### src/rtl/branch_rs.sv
// Branch reservation station: captures pending operands from the ALU and load/store
// broadcast buses and issues at most one ready branch per cycle to the branch unit.
module branch_rs #(
   parameter int ENTRIES = 4,
   parameter int IDX_W   = 2,
   parameter int TAG_W   = 4,
   parameter int OP_W    = 6
) (
   input  logic             clk,
   input  logic             rst,
   input  logic             flush,
   input  logic             dispEn,
   input  logic [OP_W-1:0]  dispOp,
   input  logic [31:0]      dispImm,
   input  logic [31:0]      dispPC,
   input  logic [1:0]       dispBNum,
   input  logic             dispValO,
   input  logic [31:0]      dispDataO,
   input  logic [TAG_W-1:0] dispTagO,
   input  logic             dispValT,
   input  logic [31:0]      dispDataT,
   input  logic [TAG_W-1:0] dispTagT,
   input  logic             aluCdbEn,
   input  logic [TAG_W-1:0] aluCdbTag,
   input  logic [31:0]      aluCdbData,
   input  logic             lsCdbEn,
   input  logic [TAG_W-1:0] lsCdbTag,
   input  logic [31:0]      lsCdbData,
   output logic             rsFull,
   output logic             BranchWorkEn,
   output logic [31:0]      operandO,
   output logic [31:0]      operandT,
   output logic [OP_W-1:0]  opCode,
   output logic [31:0]      imm,
   output logic [31:0]      PC,
   output logic [1:0]       bNum
);

   // ALU bus wins when both buses carry the same tag.
   function automatic logic f_hit(input logic [TAG_W-1:0] tag,
                                  input logic a_en, input logic [TAG_W-1:0] a_tag,
                                  input logic l_en, input logic [TAG_W-1:0] l_tag);
      return (a_en && (a_tag == tag)) || (l_en && (l_tag == tag));
   endfunction

   function automatic logic [31:0] f_data(input logic [TAG_W-1:0] tag,
                                          input logic a_en, input logic [TAG_W-1:0] a_tag,
                                          input logic [31:0] a_data, input logic [31:0] l_data);
      return (a_en && (a_tag == tag)) ? a_data : l_data;
   endfunction

   logic [ENTRIES-1:0] r_busy;
   logic [ENTRIES-1:0] r_rdyO;
   logic [ENTRIES-1:0] r_rdyT;
   logic [OP_W-1:0]    r_op    [ENTRIES];
   logic [31:0]        r_imm   [ENTRIES];
   logic [31:0]        r_pc    [ENTRIES];
   logic [1:0]         r_bnum  [ENTRIES];
   logic [31:0]        r_dataO [ENTRIES];
   logic [31:0]        r_dataT [ENTRIES];
   logic [TAG_W-1:0]   r_tagO  [ENTRIES];
   logic [TAG_W-1:0]   r_tagT  [ENTRIES];

   logic [ENTRIES-1:0] w_ready;
   logic [ENTRIES-1:0] w_wakeO;
   logic [ENTRIES-1:0] w_wakeT;
   logic [31:0]        w_wakeDataO [ENTRIES];
   logic [31:0]        w_wakeDataT [ENTRIES];
   logic               w_iss_vld;
   logic [IDX_W-1:0]   w_iss_idx;
   logic               w_free_vld;
   logic [IDX_W-1:0]   w_free_idx;
   logic               w_disp;
   logic               w_dispRdyO;
   logic               w_dispRdyT;
   logic [31:0]        w_dispDataO;
   logic [31:0]        w_dispDataT;

   assign rsFull = &r_busy;
   assign w_disp = dispEn && w_free_vld;

   always_comb begin
      w_dispRdyO  = dispValO || f_hit(dispTagO, aluCdbEn, aluCdbTag, lsCdbEn, lsCdbTag);
      w_dispRdyT  = dispValT || f_hit(dispTagT, aluCdbEn, aluCdbTag, lsCdbEn, lsCdbTag);
      w_dispDataO = dispValO ? dispDataO
                             : f_data(dispTagO, aluCdbEn, aluCdbTag, aluCdbData, lsCdbData);
      w_dispDataT = dispValT ? dispDataT
                             : f_data(dispTagT, aluCdbEn, aluCdbTag, aluCdbData, lsCdbData);
   end

   always_comb begin
      w_iss_vld  = 1'b0;
      w_iss_idx  = '0;
      w_free_vld = 1'b0;
      w_free_idx = '0;
      for (int i = 0; i < ENTRIES; i++) begin
         w_ready[i]     = r_busy[i] && r_rdyO[i] && r_rdyT[i];
         w_wakeO[i]     = r_busy[i] && !r_rdyO[i] &&
                          f_hit(r_tagO[i], aluCdbEn, aluCdbTag, lsCdbEn, lsCdbTag);
         w_wakeT[i]     = r_busy[i] && !r_rdyT[i] &&
                          f_hit(r_tagT[i], aluCdbEn, aluCdbTag, lsCdbEn, lsCdbTag);
         w_wakeDataO[i] = f_data(r_tagO[i], aluCdbEn, aluCdbTag, aluCdbData, lsCdbData);
         w_wakeDataT[i] = f_data(r_tagT[i], aluCdbEn, aluCdbTag, aluCdbData, lsCdbData);
      end
      // Scan downward so the lowest index wins both selections.
      for (int i = ENTRIES - 1; i >= 0; i--) begin
         if (w_ready[i]) begin
            w_iss_vld = 1'b1;
            w_iss_idx = IDX_W'(i);
         end
         if (!r_busy[i]) begin
            w_free_vld = 1'b1;
            w_free_idx = IDX_W'(i);
         end
      end
   end

   always_ff @(posedge clk or negedge rst) begin
      if (!rst) begin
         r_busy       <= '0;
         r_rdyO       <= '0;
         r_rdyT       <= '0;
         BranchWorkEn <= 1'b0;
         operandO     <= '0;
         operandT     <= '0;
         opCode       <= '0;
         imm          <= '0;
         PC           <= '0;
         bNum         <= '0;
      end else if (flush) begin
         r_busy       <= '0;
         BranchWorkEn <= 1'b0;
      end else begin
         BranchWorkEn <= w_iss_vld;
         if (w_iss_vld) begin
            r_busy[w_iss_idx] <= 1'b0;
            operandO          <= r_dataO[w_iss_idx];
            operandT          <= r_dataT[w_iss_idx];
            opCode            <= r_op[w_iss_idx];
            imm               <= r_imm[w_iss_idx];
            PC                <= r_pc[w_iss_idx];
            bNum              <= r_bnum[w_iss_idx];
         end
         for (int i = 0; i < ENTRIES; i++) begin
            if (w_wakeO[i]) r_rdyO[i] <= 1'b1;
            if (w_wakeT[i]) r_rdyT[i] <= 1'b1;
         end
         // The free slot was idle before this edge, so it never collides with issue or wakeup.
         if (w_disp) begin
            r_busy[w_free_idx] <= 1'b1;
            r_rdyO[w_free_idx] <= w_dispRdyO;
            r_rdyT[w_free_idx] <= w_dispRdyT;
         end
      end
   end

   always_ff @(posedge clk) begin
      for (int i = 0; i < ENTRIES; i++) begin
         if (w_wakeO[i]) r_dataO[i] <= w_wakeDataO[i];
         if (w_wakeT[i]) r_dataT[i] <= w_wakeDataT[i];
      end
      if (w_disp && !flush) begin
         r_op[w_free_idx]    <= dispOp;
         r_imm[w_free_idx]   <= dispImm;
         r_pc[w_free_idx]    <= dispPC;
         r_bnum[w_free_idx]  <= dispBNum;
         r_dataO[w_free_idx] <= w_dispDataO;
         r_dataT[w_free_idx] <= w_dispDataT;
         r_tagO[w_free_idx]  <= dispTagO;
         r_tagT[w_free_idx]  <= dispTagT;
      end
   end

endmodule

### config.mk
export PLATFORM = sky130hd
export DESIGN_NAME = branch_rs
export DESIGN_NICKNAME = d
export VERILOG_FILES = /design/src/rtl/branch_rs.sv
export SDC_FILE = /design/constraint.sdc
export NUM_CORES = 1
export LEC_CHECK = 0
export CAP_MARGIN = 20
export CORE_MARGIN = 5
export CORE_UTILIZATION = 46
export CTS_CLUSTER_DIAMETER = 50
export DETAILED_ROUTE_END_ITERATION = 8
export PLACE_DENSITY = 0.67
export SLEW_MARGIN = 40
export SYNTH_ARGS = -nofsm -noshare
export SYNTH_HDL_FRONTEND = slang
export SYNTH_SLANG_ARGS = --single-unit
### constraint.sdc
create_clock -name clk -period 4.8 [get_ports clk]
set_clock_uncertainty 0.15 [all_clocks]
set_input_delay 0.96 -clock clk [delete_from_list [all_inputs] [get_ports clk]]
set_output_delay 0.96 -clock clk [all_outputs]
set_load 0.03 [all_outputs]
==> results.cfg <==
[clocking]
cts_tree = done
post-cts-setup-buffers = 0
cts_buffers = 89
path_clk_slew_ns = 0.06
h-tree-depth = 3
cts_root_buffer = clkbuf_16
clk_latency_ns = 0.66
cts_sinks = 725
cts.path.max_buffers = 3

[power]
p_seq_share_pct = 41.1
leakage_nw = 15.47
clockPowerShare_pct = 35.4
powerDensity_mw_per_mm2 = 456.1
swShare_pct = 31.75
pwr-share-comb_pct = 23.5
vdd_drop_max_v = 0.0002557
p_int_w = 0.01335
power.net_switching_w = 0.006210

[critical_path]
path_class = primary input to flip-flop
cp_slowest_cell = clkdlybuf4s50_1
required_ns = 4.92
arrival_ns = 3.56
start_kind = primary input
path_buf_inv = 2
worst_path_largest_cell_delay_ns = 0.94
critical_path.top_delay_family = buffers and inverters
crit_chain = clkdlybuf4s50_1 > xor2_1 > nor4_4 > o21ai_0 > nand2_1 > buf_4
crit_fanout = 32
cp-end-kind = flip-flop

[floorplan]
row_count = 101
dieArea_mm2 = 0.08225
die_h_um = 286.8
ioPinCount = 362
initial_core_util_pct = 46.40
core_area_mm2 = 0.07595
chipWidth_um = 286.8

[route]
drc_errors = 1
drt-vias-per-instance = 6.508
ant_nets = 0
dr_total_vias = 28386
routed_wl_um = 124600
wl_per_cell_um = 28.56
first_pass_iters = 9
drtIter0Drc = 3491

[yosys]
synthFlopType = edfxtp_1
netlist_area_mm2 = 0.03524
ys.warnings.count = 0
postSynthCellCount = 3044
synth_xor_area_share_pct = 1.914
ys_ff_latch = 725
synth-compound-area-share_pct = 17.91
synth_top_family_by_area = compound AO/OA/AOI/OAI gates
ys_async_sr_fraction_pct = 20.55
synthAdderAreaFrac_pct = 0
synth_edf_count = 576
yosys.area_share.simple_pct = 8.635
ys_seq_area_share_pct = 59.66
muxShareOfSynthArea_pct = 7.413
ys_types = 49
syn-num-nets = 3268
synth_area_per_cell_um2 = 11.58

[sta]
slew_viol_final = 0
setup_violations = 0
finalCritPeriodShare_pct = 71.69
period_minus_slack_ns = 3.441
finalHoldViolCount = 0
rsz0062_at_grt = false
slew_headroom_pct = 27.54
max_clock_freq_ghz = 0.2906
tightest_slew_ns = 1.087
setup_tns_ns = 0

[final_layout]
stdcell_count = 4362
fin_nets = 3466
areaGrowthSynthToFinish_pct = 21.70
drive_gt1_share_pct = 7.743

[worst_hold_path]
worstHoldPathType = flip-flop to flip-flop

[flow_run]
drv_cap = 0

[place]
dp_cells = 4179
gp_congestion = 0.8508
dp_hpwl_um = 70980
io_buffers = 361

[global_route]
first_global_vias = 28258
antenna_found_initial = 14
grt_overflow = 0
grt_max_degree = 144
grt_pass1_wl_um = 181200
grt_use_total_pct = 29.02

[outcome]
status = complete, but fails checks
violations = DRC
-- registers in the layout, indices dropped and copies added (netlist names), 6 cells and up --
name / count
r_imm: 128
imm: 32
r_dataO: 128
PC: 32
r_op: 24
operandO: 32
r_pc: 128
r_tagT: 16
opCode: 6
r_dataT: 128
r_tagO: 16
operandT: 32
r_bnum: 8
-- kinds of logic (layout without fill, tap and decap cells) --
| logic type | count (synthesis) | after routing |
|---|---|---|
| AOI/OAI and AO/OA | 906 | 906 |
| DFF | 725 | 725 |
| and+or+nand+nor | 703 | 703 |
| buffers and inverters | 372 | 647 |
| muxes | 261 | 261 |
| xor gates and xnor gates | 77 | 77 |
| other | 0 | 13 |
-- placed cells by master (no fill, tap or decap), types with 5 or more instances in the layout --
master,n
nor2b_1,5
a21oi_1,145
o21ai_0,108
nand3_1,33
clkbuf_1,17
nand2b_1,33
clkinv_4,6
buf_6,8
a31oi_1,32
clkinvlp_4,5
nor3_1,6
a22oi_1,143
and2_1,9
dfrtp_1,149
clkinv_2,15
nand4_1,33
clkbuf_8,8
inv_1,34
clkinv_16,6
bufinv_16,8
inv_6,5
clkinv_1,9
clkdlybuf4s50_1,357
buf_4,52
xnor2_1,25
o21ai_4,6
diode_2,13
a32oi_1,123
nor4_1,7
clkbuf_16,89
buf_12,16
o22ai_1,141
edfxtp_1,576
nor2_1,280
xor2_1,52
a21o_1,32
nand2_1,274
a22o_1,168
mux2i_1,261
-- per-stage QoR --
stage	hold WS [ns]	instance area (um2)	util [%]	total power [W]	setup WS, ns
floorplan	0.3839	35240	-	0.01047	0.04166
global placement	0.3539	39600	52.14	0.01262	0.7459
detailed placement	0.3641	39700	52.27	0.01270	0.7689
CTS	0.3767	42820	56.38	0.01961	1.420
global route	0.4017	42870	56.45	0.02019	1.257
finish	0.3774	42890	56.47	0.01956	1.359
-- area by class of cell --
class | count | area, um2
Multi-Input combinational cell | 1947 | 12780
Inverter | 41 | 161.4
Fill cell | 6213 | 33060
Clock buffer | 114 | 2401
Antenna cell | 13 | 32.53
Clock inverter | 54 | 704.4
Sequential cell | 725 | 21030
Tap cell | 1030 | 1289
Timing Repair Buffer | 438 | 4494
-- tightest hold or removal path, cell delays in order, from the launching register on --
cell and delay, ns:
dfrtp_1 0.34, nor2_1 0.05, o22ai_1 0.09
-- synthesized netlist by cell type, types with 3 or more instances --
cell      instances  area share (%)
nand4_1          33            0.59
xor2_1           52             1.3
clkbuf_1        243             2.6
nand2b_1         33            0.59
a32oi_1         123             3.1
a21oi_1         145             2.1
and2_1            9            0.16
nand3_1          33            0.47
edfxtp_1        576              49
buf_1             8           0.085
o21ai_0         114             1.6
a22o_1          168             4.2
a22oi_1         143             3.0
dfrtp_1         149              11
a21o_1           32            0.68
nor3_1            6           0.085
buf_4            21            0.45
nor2_1          280             3.0
and3_1            3           0.053
buf_2            55            0.78
buf_6             4            0.13
nor4_1            7            0.12
nor2b_1           5           0.089
inv_1            39            0.42
a31oi_1          32            0.57
xnor2_1          25            0.62
mux2i_1         261             7.4
o22ai_1         141             2.5
nand2_1         278             3.0
nor4_4            4            0.24
-- power by group through the flow --
stage	combinational, W	clock [W]	sequential [W]
after floorplan	0.00136	0	0.00911
after global placement	0.00448	0	0.00813
after detailed placement	0.00456	0	0.00815
after CTS	0.00458	0.00700	0.00803
after global routing	0.00480	0.00729	0.00810
final	0.00459	0.00693	0.00804
-- metal layers --
layer / global-route usage, % / vias to the layer above / part of all wire (%)
met5: 0 / - / 0.029
met4: 14.26 / 6 / 5.1
met3: 5.519 / 448 / 9.9
met2: 47.10 / 1924 / 47
met1: 37.64 / 14060 / 38
li1: - / 11948 / -
-- final timing paths --
path                                     start                       to  slack (ns)  depth (start not counted)
hold reg to reg             PC[18]$_DFFE_PN0P_       PC[18]$_DFFE_PN0P_        0.38                          2
hold / removal              PC[18]$_DFFE_PN0P_       PC[18]$_DFFE_PN0P_        0.38                          2
setup reg to reg           r_busy[0]$_DFF_PN0_       PC[11]$_DFFE_PN0P_        1.59                          7
min in group asynchronous                  rst      imm[15]$_DFFE_PN0P_        0.60                          2
max in group asynchronous                  rst      imm[31]$_DFFE_PN0P_        3.02                          3
setup / recovery                  aluCdbTag[1]  r_dataO[3][3]$_DFFE_PP_        1.36                          6
-- what timing repair did --
item                                   4_1_cts  5_1_grt
resized for setup                            0        0
hold buffers                                 1        0
endpoints found under the hold margin        2        0
Power figures use the tool's default switching activity.
